[config.mk]
export PLATFORM = sky130hd
export DESIGN_NAME = plot_sink
export DESIGN_NICKNAME = d
export VERILOG_FILES = /design/src/rtl/plot_sink.sv
export SDC_FILE = /design/constraint.sdc
export NUM_CORES = 1
export LEC_CHECK = 0
export ABC_AREA = 1
export BUFFER_PORTS_ARGS = -buffer_cell sky130_fd_sc_hd__buf_2
export CORE_MARGIN = 3
export CORE_UTILIZATION = 39
export CTS_CLUSTER_DIAMETER = 40
export DETAILED_ROUTE_END_ITERATION = 7
export SYNTH_ARGS = -nofsm -noshare
export SYNTH_HDL_FRONTEND = slang
export SYNTH_SLANG_ARGS = --single-unit
[constraint.sdc]
create_clock -name clk -period 4.8 [get_ports clk]
set_input_delay 0.48 -clock clk [delete_from_list [all_inputs] [get_ports clk]]
set_output_delay 0.48 -clock clk [all_outputs]
set_load 0.02 [all_outputs]
[src/rtl/plot_sink.sv]
// rtl/plot_sink.sv - pixel plot queue feeding a handshaked framebuffer write port
module plot_sink #(
  parameter int DEPTH = 8,
  parameter int SCR_W = 320,
  parameter int SCR_H = 240
) (
  input  logic        clk,
  input  logic        reset,
  input  logic [8:0]  x,
  input  logic [7:0]  y,
  input  logic [11:0] c,
  input  logic        plot,
  output logic        full,
  output logic [16:0] mem_addr,
  output logic [11:0] mem_data,
  output logic        mem_we,
  input  logic        mem_ack,
  output logic [7:0]  drop_cnt,
  output logic [15:0] wr_cnt,
  output logic        idle
);

  localparam int AW = $clog2(DEPTH);
  localparam logic [AW:0] FULL_CNT = (AW+1)'(DEPTH);

  typedef enum logic {IDLE, REQ} state_t;

  state_t        state_q, state_d;
  logic [28:0]   fifo_mem [DEPTH];
  logic [AW-1:0] wr_ptr, rd_ptr;
  logic [AW:0]   count;
  logic          on_screen, push, pop, ack_edge;
  logic [28:0]   head;
  logic [16:0]   head_addr;

  assign on_screen = ({23'd0, x} < 32'(SCR_W)) && ({24'd0, y} < 32'(SCR_H));
  // full uses the registered count, so a pop on the same edge never admits an extra push
  assign full      = (count == FULL_CNT);
  assign push      = plot && on_screen && !full;
  assign head      = fifo_mem[rd_ptr];
  assign head_addr = 17'(head[19:12]) * 17'(SCR_W) + 17'(head[28:20]);
  assign mem_we    = (state_q == REQ);
  assign ack_edge  = (state_q == REQ) && mem_ack;
  assign idle      = (count == '0) && (state_q == IDLE);

  // Next state and pop decision: load a new entry whenever the port is free or just acknowledged
  always_comb begin
    state_d = state_q;
    pop     = 1'b0;
    case (state_q)
      IDLE: begin
        if (count != '0) begin
          pop     = 1'b1;
          state_d = REQ;
        end
      end
      REQ: begin
        if (mem_ack) begin
          if (count != '0) pop = 1'b1;
          else state_d = IDLE;
        end
      end
      default: state_d = IDLE;
    endcase
  end

  // FSM state register; reset abandons any pending write
  always_ff @(posedge clk or posedge reset) begin
    if (reset) state_q <= IDLE;
    else       state_q <= state_d;
  end

  // FIFO storage; contents are don't-care while empty so no reset is needed
  always_ff @(posedge clk) begin
    if (push) fifo_mem[wr_ptr] <= {x, y, c};
  end

  // FIFO pointers and occupancy, wrapping modulo DEPTH
  always_ff @(posedge clk or posedge reset) begin
    if (reset) begin
      wr_ptr <= '0;
      rd_ptr <= '0;
      count  <= '0;
    end else begin
      if (push) wr_ptr <= wr_ptr + 1'b1;
      if (pop)  rd_ptr <= rd_ptr + 1'b1;
      case ({push, pop})
        2'b10:   count <= count + 1'b1;
        2'b01:   count <= count - 1'b1;
        default: count <= count;
      endcase
    end
  end

  // Write port address/data, loaded from the FIFO head on every pop and held otherwise
  always_ff @(posedge clk or posedge reset) begin
    if (reset) begin
      mem_addr <= '0;
      mem_data <= '0;
    end else if (pop) begin
      mem_addr <= head_addr;
      mem_data <= head[11:0];
    end
  end

  // Statistics: saturating drop counter and wrapping completed-write counter
  always_ff @(posedge clk or posedge reset) begin
    if (reset) begin
      drop_cnt <= '0;
      wr_cnt   <= '0;
    end else begin
      if (plot && !push && drop_cnt != 8'hFF) drop_cnt <= drop_cnt + 1'b1;
      if (ack_edge) wr_cnt <= wr_cnt + 1'b1;
    end
  end

endmodule
## Word level (Yosys, flattened, before mapping)

Memory sizes are Yosys's and may differ from the RTL's.
Index checks and enable logic that the tools add are counted.

- Bits in registers: 64
- Latch bits: 0
- Bits in writable memories: 232
- ROM bits: 0
- Input port bits: 33
- Memories: 1

- $add $sub $neg: 7
- Multiply operators: 1
- Div/mod/pow operators: 0
- Order comparisons: 2
- Equal/unequal tests: 4
- Shift-type cells: 0
- Muxes and demuxes: 8
- Bitwise gates (word level): 1
- Reduce and logical (&&, ||, !) cells: 12

Memory list:

| name | words | width | read ports | clocked after Yosys merged registers in | wr ports | line | text |
|---|---|---|---|---|---|---|---|
| fifo_mem | 8 | 29 | 1 | 0 | 1 | 29 | `logic [28:0] fifo_mem [DEPTH];` |

Operators with widths:

| cell | count |
|---|---|
| 17-bit by 9-bit adder with 17-bit output | 1 |
| 16-bit by 1-bit adder with 16-bit output (second input constant) | 1 |
| 8-bit by 3-bit multiplier with 11-bit output (second input constant) | 1 |
| 9-bit less-than comparator (second input constant) | 1 |
| 8-bit by 1-bit adder with 8-bit output (second input constant) | 1 |
| 8-bit less-than comparator (second input constant) | 1 |
| 8-bit inequality test (second input constant) | 1 |
| 4-bit one-hot mux with 2 select lines | 1 |
| 1-bit logical AND | 7 |
| 3-bit by 1-bit adder with 3-bit output (second input constant) | 2 |
| 1-bit two-way mux | 5 |
| 4-bit by 1-bit adder with 4-bit output (second input constant) | 1 |
| 4-bit == test (second input constant) | 1 |
| 4-bit zero test | 1 |
| 1-bit one-hot mux with 2 select lines | 2 |
| 4-bit nonzero test | 1 |
| 4-bit by 1-bit subtractor with 4-bit output (second input constant) | 1 |
| 2-bit by 1-bit == test with 1-bit output (second input constant) | 1 |
| 2-bit == test (second input constant) | 1 |
| 1-bit zero test | 2 |
| 2-bit nonzero test | 1 |
| 1-bit inverter | 1 |

## Logic depth before layout (Yosys ltp)

Gate-level depths: netlist of run 1.

- Depth in word-level cells: 7
- Depth in mapped cells: 22

## Worst setup path before layout of run 1

Ideal clock, no wire load.

- Path kind: register -> register
- Start: register rd_ptr[0]
- End: register mem_addr[15]
- Arrival: 3.001 ns
- Slack: 1.682 ns
- Cell stages (with the launch flop): 21
- Buffers on the path: 3
- Period minus slack after synthesis: 3.118 ns
- Path through: dfrtp_1 -> buf_4 -> inv_4 -> buf_6 -> buf_4 -> o21ai_1 -> o22ai_1 -> nor2_1 -> a31oi_1 -> ha_1 -> ha_1 -> fa_1 -> nand2_1 -> nor2_1 -> nand2_1 -> a21oi_2 -> nand3_2 -> nor2_1 -> nand2_1 -> nand3_1 -> nand2_1

- Word-level cells in the longest chain between the ends: 3

RTL lines:

| item | line | text |
|---|---|---|
| from (decl) | 30 | `logic [AW-1:0] wr_ptr, rd_ptr;` |
| from (signal assigned) | 86 | `if (pop) rd_ptr <= rd_ptr + 1'b1;` |
| memory read 8 x 29 bit (*) | n/a |  |
| 8-bit by 3-bit multiplier with 11-bit output | 41 | `assign head_addr = 17'(head[19:12]) * 17'(SCR_W) + 17'(head[28:20]);` |
| 17-bit by 9-bit adder with 17-bit output (*) | 41 |  |
| to (signal assigned) | 101 | `mem_addr <= head_addr;` |
| to (decl) | 14 | `output logic [16:0] mem_addr,` |

Every way passes the cells marked *; elsewhere a longest branch is shown, timed or not.
A chain may end at the register's enable or synchronous reset.

## Final worst setup path of run 1

Same ends and word-level chain as after synthesis.

==> summary.md, run 1 <==
| Metric | Value |
|---|---|
| Status | complete, no violations |
| Detailed placer's ending HPWL | 16900 um |
| Worst vdd ir | 0.000354 V |
| Syn Nets | 1108 |
| Worst r2r dst | mem_addr[15] |
| Synth Area in Compound Gates | 0.0926 |
| Final period utilization | 0.839 |
| # IOs | 89 |
| Critical path arrival | 4.44 ns |
| Crit path top cell by count | nand2_1 |
| Fill cell total of the finished layout | 2768 |
| Nets | 1210 |
| H-tree level count | 2 |
| Total power divided by cell area | 739 nW/um2 |
| XOR/XNOR share of the synthesized area | 0.0203 |
| Worst Setup Start Kind | flip-flop |
| CTS Sinks | 296 |
| First-pass GRT wire length | 45000 um |
| Synth Area in Simple Gates | 0.134 |
| Initial antenna violation count | 7 |
| Routed vias | 8094 |
| Async SR Flop Fraction | 0.216 |
| Worst path depth | 17 |
| Cts repair resizes | 0 |
| R2R Setup Slk | 0.77 ns |
| FF+latch count, synth | 296 |
| Mux share of post-synthesis cell area | 0 |
| CP required | 5.21 ns |
| TritonCTS clock tree | built |
| Antenna Nets Post-Route | 0 |
| Setup CP Type | flip-flop to flip-flop |
| Gr usage total | 0.168 |
| Post-synth EDFFs | 232 |
| Synth cell count leaders | edfxtp_1 (232), nor2_1 (171), nand2_1 (151), o21ai_0 (97), dfrtp_1 (64) |
| Clk buf depth | 3 |
| Adder-Cell Fraction of Synth Area | 0.0268 |
| Total gr overflow | 0 |
| Post-synth top area share | 0.557 |
| Lkg Pwr | 5.71 nW |
| Initial Util | 0.403 |
| CP Launch Point | rd_ptr[0] |
| Skew final | 0.0280 ns |
| Fin Hold WS | 0.0565 ns |
| Tightest Pin Transition | 0.773 ns |
| Largest family of logic cells by synthesized area | simple AND/OR/NAND/NOR gates |
| Min cycle time layout | 4.03 ns |
| Clk slew on worst S/H paths | 0.06 ns |
| RSZ-0062 raised after global routing | no |
| Routed WL per cell | 18.1 um |
| Mapped Cells | 1050 |
| Buffers plus inverters on the worst setup path | 1 |
| R2R Path Start | rd_ptr[0] |
| Setup crit end kind | flip-flop |
| Yosys top cell by area | edfxtp_1 |
| First-pass DRT Iterations | 5 |
| Slowest Stage Delay on Critical Path | 0.82 ns |
| TNS Setup | 0 ns |
| FMAX | 0.248 GHz |
| IO Port Bufs | 88 |
| Post-CTS setup buffer count | 0 |
| Type of the most critical hold path | input port to asynchronous set/reset pin |
| Root buf cell | clkbuf_16 |
| CTS hold repair buffers | 0 |
| Syn_area_per_cell | 11.9 um2 |
| Drt drc | 0 |
| Main flop type after synthesis | edfxtp_1 |
| Netlist cell types | 41 |
| Final Wtd Congestion | 0.744 |
| Synth area leaders | edfxtp_1 (56%), dfrtp_1 (13%), nor2_1 (5.1%) |
| Post-DR vias/cell | 5.12 |
| Cell with the most instances after synthesis | edfxtp_1 |
| Largest net degree at the start of global routing | 58 |
| Sequential area share after synthesis | 0.685 |
| Reg2Reg Depth | 17 |
| Skew-Pair Late Insertion Delay | 0.53 ns |
| Share of layout cells above drive strength 1 | 0.194 |
| Relative slew slack | 0.484 |
| Mapped Area | 12500 um2 |
| Slowest CP cell | dfrtp_4 |
| Core footprint | 31100 um2 |
| Setup violators final | 0 |
| CTS Buf Count | 40 |
| Die height | 185 um |
| Initial DRC Count | 465 |
| Ys Warns | 0 |
| Die width | 185 um |
| Critical path's top delay family | adder cells |
| Crit-path max FO | 55 |
| Final wirelength | 28600 um |
| Max cap viols | 0 |
| Die footprint | 34300 um2 |
| Row Count | 64 |
| Final Hold Viols | 0 |
| Vias in the first global route | 7962 |
| Synth-to-Final Area Change | 18.3% |
| Final Max Slew Viols | 0 |
| Worst-path cell chain | buf_4 > o21ai_0 > o22ai_1 > nor2_1 > a31oi_1 > ha_1 > ha_1 > fa_1 > nand2_1 > nor2_1 > nand2_1 > a21oi_2 > nand3_2 > nor2_1 > nand2_1 > nand3_1 > nand2_1 |
-- logic make-up after synthesis --
| kind of cell | count (synthesis) |
|---|---|
| compound gates | 200 |
| xor+xnor | 29 |
| fa+ha+maj | 25 |
| buf+inv | 105 |
| flops | 296 |
| simple gates | 395 |
-- per-layer routing --
metal	vias up	GRT usage	part of all wire
met5	-	0	0.0028
met4	12	0.0543	0.027
met3	78	0.0373	0.061
met2	221	0.270	0.46
met1	3854	0.228	0.45
li1	3929	-	-
-- worst max-delay path by stage --
stage,slack (ns),to
detailed placement,0.78,mem_addr[15]
global route,0.32,mem_addr[15]
finish,0.77,mem_addr[15]
floorplan,1.68,mem_addr[15]
CTS,0.74,mem_addr[15]
global placement,0.83,mem_addr[15]
-- worst reg2reg max path, cell delays in order, from the launching register on --
cell     delay (ns)
dfrtp_4        0.82
buf_4          0.42
o21ai_0        0.14
o22ai_1        0.17
nor2_1         0.06
a31oi_1        0.35
ha_1           0.31
ha_1           0.24
fa_1           0.54
nand2_1        0.08
nor2_1         0.09
nand2_1        0.09
a21oi_2        0.21
nand3_2        0.11
nor2_1         0.10
nand2_1        0.05
nand3_1        0.08
nand2_1        0.05
-- registers in the layout, indices dropped and copies added (netlist names) --
name      count
wr_ptr        3
count         4
wr_cnt       16
rd_ptr        3
mem_data     12
fifo_mem    232
mem_addr     17
drop_cnt      8
mem_we        1
-- through the flow --
step           instances  total power, mW  worst slack (ns)  area, um2   util
3_5_place_dp        1506             7.88             0.777      13400  0.431
6_report            1580             10.9             0.772      14800  0.476
4_1_cts             1579             11.0             0.743      14800  0.476
5_1_grt             1580             11.8             0.321      14800  0.476
3_3_place_gp        1506             7.83             0.828      13400  0.431
2_1_floorplan       1050             6.80              1.68      12500      -
-- layout make-up --
cell class	instances	area [um2]	area share
flip-flops and latches	296	8570	0.579
multi-input cells	649	3490	0.236
clock buffers	48	1070	0.0724
repair buffers	110	606	0.0409
well taps	396	495	0.0335
clock inverters	25	348	0.0235
inverters	55	214	0.0145
diodes	1	2.50	0.000169
-- where the power goes --
group          switching (mW)  leakage (nW)  total, mW  internal [mW]
Combinational            2.89          2.14       4.36           1.47
Sequential              0.270          2.89       3.46           3.19
Clock                    1.16         0.678       3.12           1.96
-- layout by cell type (no fill, tap or decap), types with 15 or more instances in the layout --
master	synthesis	routed
o21ai_1	38	38
buf_4	8	22
buf_2	24	88
nand2_1	151	151
xor2_1	15	15
o22ai_1	20	20
ha_1	22	22
o21ai_0	97	97
o221ai_1	28	28
nor2_1	171	163
clkbuf_16	0	41
inv_1	40	39
dfrtp_1	64	63
nand3_1	38	38
edfxtp_1	232	232
(Power assumes the default switching activity.)
==> run 2: changes to the inputs <==
==> constraint.sdc (replaced) <==
create_clock -name clk -period 3.8 [get_ports clk]
set_input_delay 0.38 -clock clk [delete_from_list [all_inputs] [get_ports clk]]
set_output_delay 0.38 -clock clk [all_outputs]
set_load 0.02 [all_outputs]
==> summary.md, run 2 (synthesis gave the netlist of run 1 again) <==
| Metric | Value |
|---|---|
| Largest net degree at the start of global routing | 83 |
| Final Max Slew Viols | 0 |
| Vias in the first global route | 8145 |
| Worst-path cell chain | buf_12 > o21ai_0 > o22ai_1 > nor2_1 > a31oi_1 > ha_1 > fa_1 > nand2_1 > nor2_1 > nand2_1 > a21oi_2 > nand3_2 > nor2_1 > nand2_1 > nand3_1 > nand2_1 |
| Post-DP Area | 13500 um2 |
| Fill cell total of the finished layout | 2807 |
| Sw Ratio | 0.391 |
| Initial Util | 0.403 |
| Post-route cell area | 14900 um2 |
| Lkg Pwr | 5.77 nW |
| Post-DR vias/cell | 5.18 |
| Skew-Pair Late Insertion Delay | 0.53 ns |
| Slowest Stage Delay on Critical Path | 0.63 ns |
| Antenna Nets Post-Route | 0 |
| Top flop regs | fifo_mem: 232 flops, mem_addr: 17 flops, wr_cnt: 16 flops |
| Type of the most critical hold path | input port to flip-flop |
| Clock share of power | 0.276 |
| Min cycle time layout | 3.44 ns |
| Seq pwr share | 0.310 |
| Critical path arrival | 3.84 ns |
| Total gr overflow | 0 |
| Routed vias | 8253 |
| CP required | 4.20 ns |
| R2R Setup Slk | 0.36 ns |
| Worst r2r dst | mem_addr[15] |
| Die width | 185 um |
| Final wirelength | 28800 um |
| Setup crit end kind | flip-flop |
| Final period utilization | 0.906 |
| Drt drc | 0 |
| Core footprint | 31100 um2 |
| Final Power | 13.9 mW |
| Fin Hold WS | 0.124 ns |
| Most frequent cells in the layout | edfxtp_1 (232), nor2_1 (163), nand2_1 (151), o21ai_0 (97), buf_2 (88) |
| Cts repair resizes | 0 |
| First-pass GRT wire length | 45600 um |
| Routed WL per cell | 18.1 um |
| Crit path capture | mem_addr[15] |
| Setup violators final | 0 |
| Crit path top cell by count | nand2_1 |
| Row Count | 64 |
| Skew final | 0.0241 ns |
| First-pass DRT Iterations | 5 |
| CTS Sinks | 296 |
| Total power divided by cell area | 930 nW/um2 |
| Internal | 8.46 mW |
| Final Hold Viols | 0 |
| Critical path's top delay family | adder cells |
| Relative slew slack | 0.591 |
| Detailed placer's ending HPWL | 17400 um |
| Crit-path max FO | 82 |
| TritonCTS clock tree | built |
| Nets | 1221 |
| Clk buf depth | 3 |
| CP Launch Point | rd_ptr[0] |
| H-tree level count | 2 |
| Worst vdd ir | 0.000601 V |
| Reg2Reg Depth | 16 |
| Max cap viols | 0 |
| CTS hold repair buffers | 1 |
| Die height | 185 um |
| RSZ-0062 raised after global routing | no |
| Worst Setup Start Kind | flip-flop |
| Share of layout cells above drive strength 1 | 0.197 |
| # IOs | 89 |
| Worst path depth | 16 |
| Slowest CP cell | fa_1 |
| Switching power | 5.42 mW |
| Post-CTS setup buffer count | 0 |
| Root buf cell | clkbuf_16 |
| CTS Buf Count | 41 |
| Gr usage total | 0.169 |
| R2R Path Start | rd_ptr[0] |
| Max FFs per register | 232 |
| Worst setup margin | 0.358 ns |
| IO Port Bufs | 88 |
| TNS Setup | 0 ns |
| Tightest Pin Transition | 0.613 ns |
| Final Wtd Congestion | 0.784 |
| Post-layout util | 0.480 |
| Post-route insts no fill | 1593 |
| Dpl cells | 1515 |
| Setup CP Type | flip-flop to flip-flop |
| Initial antenna violation count | 3 |
| Die footprint | 34300 um2 |
| Synth-to-Final Area Change | 19.2% |
| FMAX | 0.291 GHz |
| Buffers plus inverters on the worst setup path | 1 |
| Most common cell after layout, fill and taps aside | edfxtp_1 |
| Biggest register | fifo_mem |
| DP Worst Slack | 0.371 ns |
| Clk slew on worst S/H paths | 0.06 ns |
| Gate power share | 0.414 |
| Status | complete, no violations |
| Initial DRC Count | 603 |
run 2: cell types whose count changed in the layout (fill, tap and decap cells not counted), moves of 2 or more:
cell and change:
buf_4 +5, buf_12 +4, clkbuf_1 +3, clkbuf_8 +3, bufinv_16 -2, clkbuf_16 +2
clkinv_1 +2, clkinv_2 +2, clkinv_4 -2, clkinvlp_4 -2, inv_8 -2
run 2: power by group through the flow:
stage	combinational (mW)	sequential [mW]	clock [mW]
4_1_cts	5.79	4.30	3.91
5_1_grt	6.53	4.36	4.04
6_report	5.75	4.30	3.83
3_5_place_dp	5.75	4.36	0
2_1_floorplan	4.01	4.58	0
3_3_place_gp	5.67	4.35	0
run 2: how the worst min path moves through the flow:
stage / startpoint / end / slack [ns] / depth (start not counted)
finish: x[3] / fifo_mem[0][23] / 0.12 / 1
global route: x[3] / fifo_mem[1][23] / 0.12 / 1
CTS: x[3] / fifo_mem[0][23] / 0.10 / 1
detailed placement: reset / mem_addr[6] / 0.46 / 2
global placement: reset / mem_addr[6] / 0.46 / 2
floorplan: count[0] / count[0] / 0.47 / 1
run 2: per-layer routing:
| metal | GRT usage | share of wire | routed length [um] |
|---|---|---|---|
| met1 | 0.234 | 0.46 | 13200 |
| met2 | 0.273 | 0.46 | 13300 |
| met3 | 0.0346 | 0.056 | 1620 |
| met4 | 0.0477 | 0.021 | 608 |
| met5 | 0 | 0.0012 | 34 |
run 2: final cells by class:
| cell class | count | area (um2) | share of cell area |
|---|---|---|---|
| inverters | 55 | 214 | 0.0143 |
| well taps | 396 | 495 | 0.0332 |
| diodes | 1 | 2.50 | 0.000168 |
| repair buffers | 120 | 733 | 0.0492 |
| clock inverters | 20 | 230 | 0.0154 |
| flip-flops and latches | 296 | 8570 | 0.575 |
| multi-input cells | 649 | 3490 | 0.234 |
| clock buffers | 56 | 1170 | 0.0788 |
run 2: worst reg2reg max path: cells and delay by family (launching register included):
| kind | cells | cell delay [ns] |
|---|---|---|
| simple gates | 9 | 0.69 |
| fa+ha+maj | 2 | 0.99 |
| buf+inv | 1 | 0.31 |
| flops | 1 | 0.45 |
| compound gates | 4 | 0.89 |
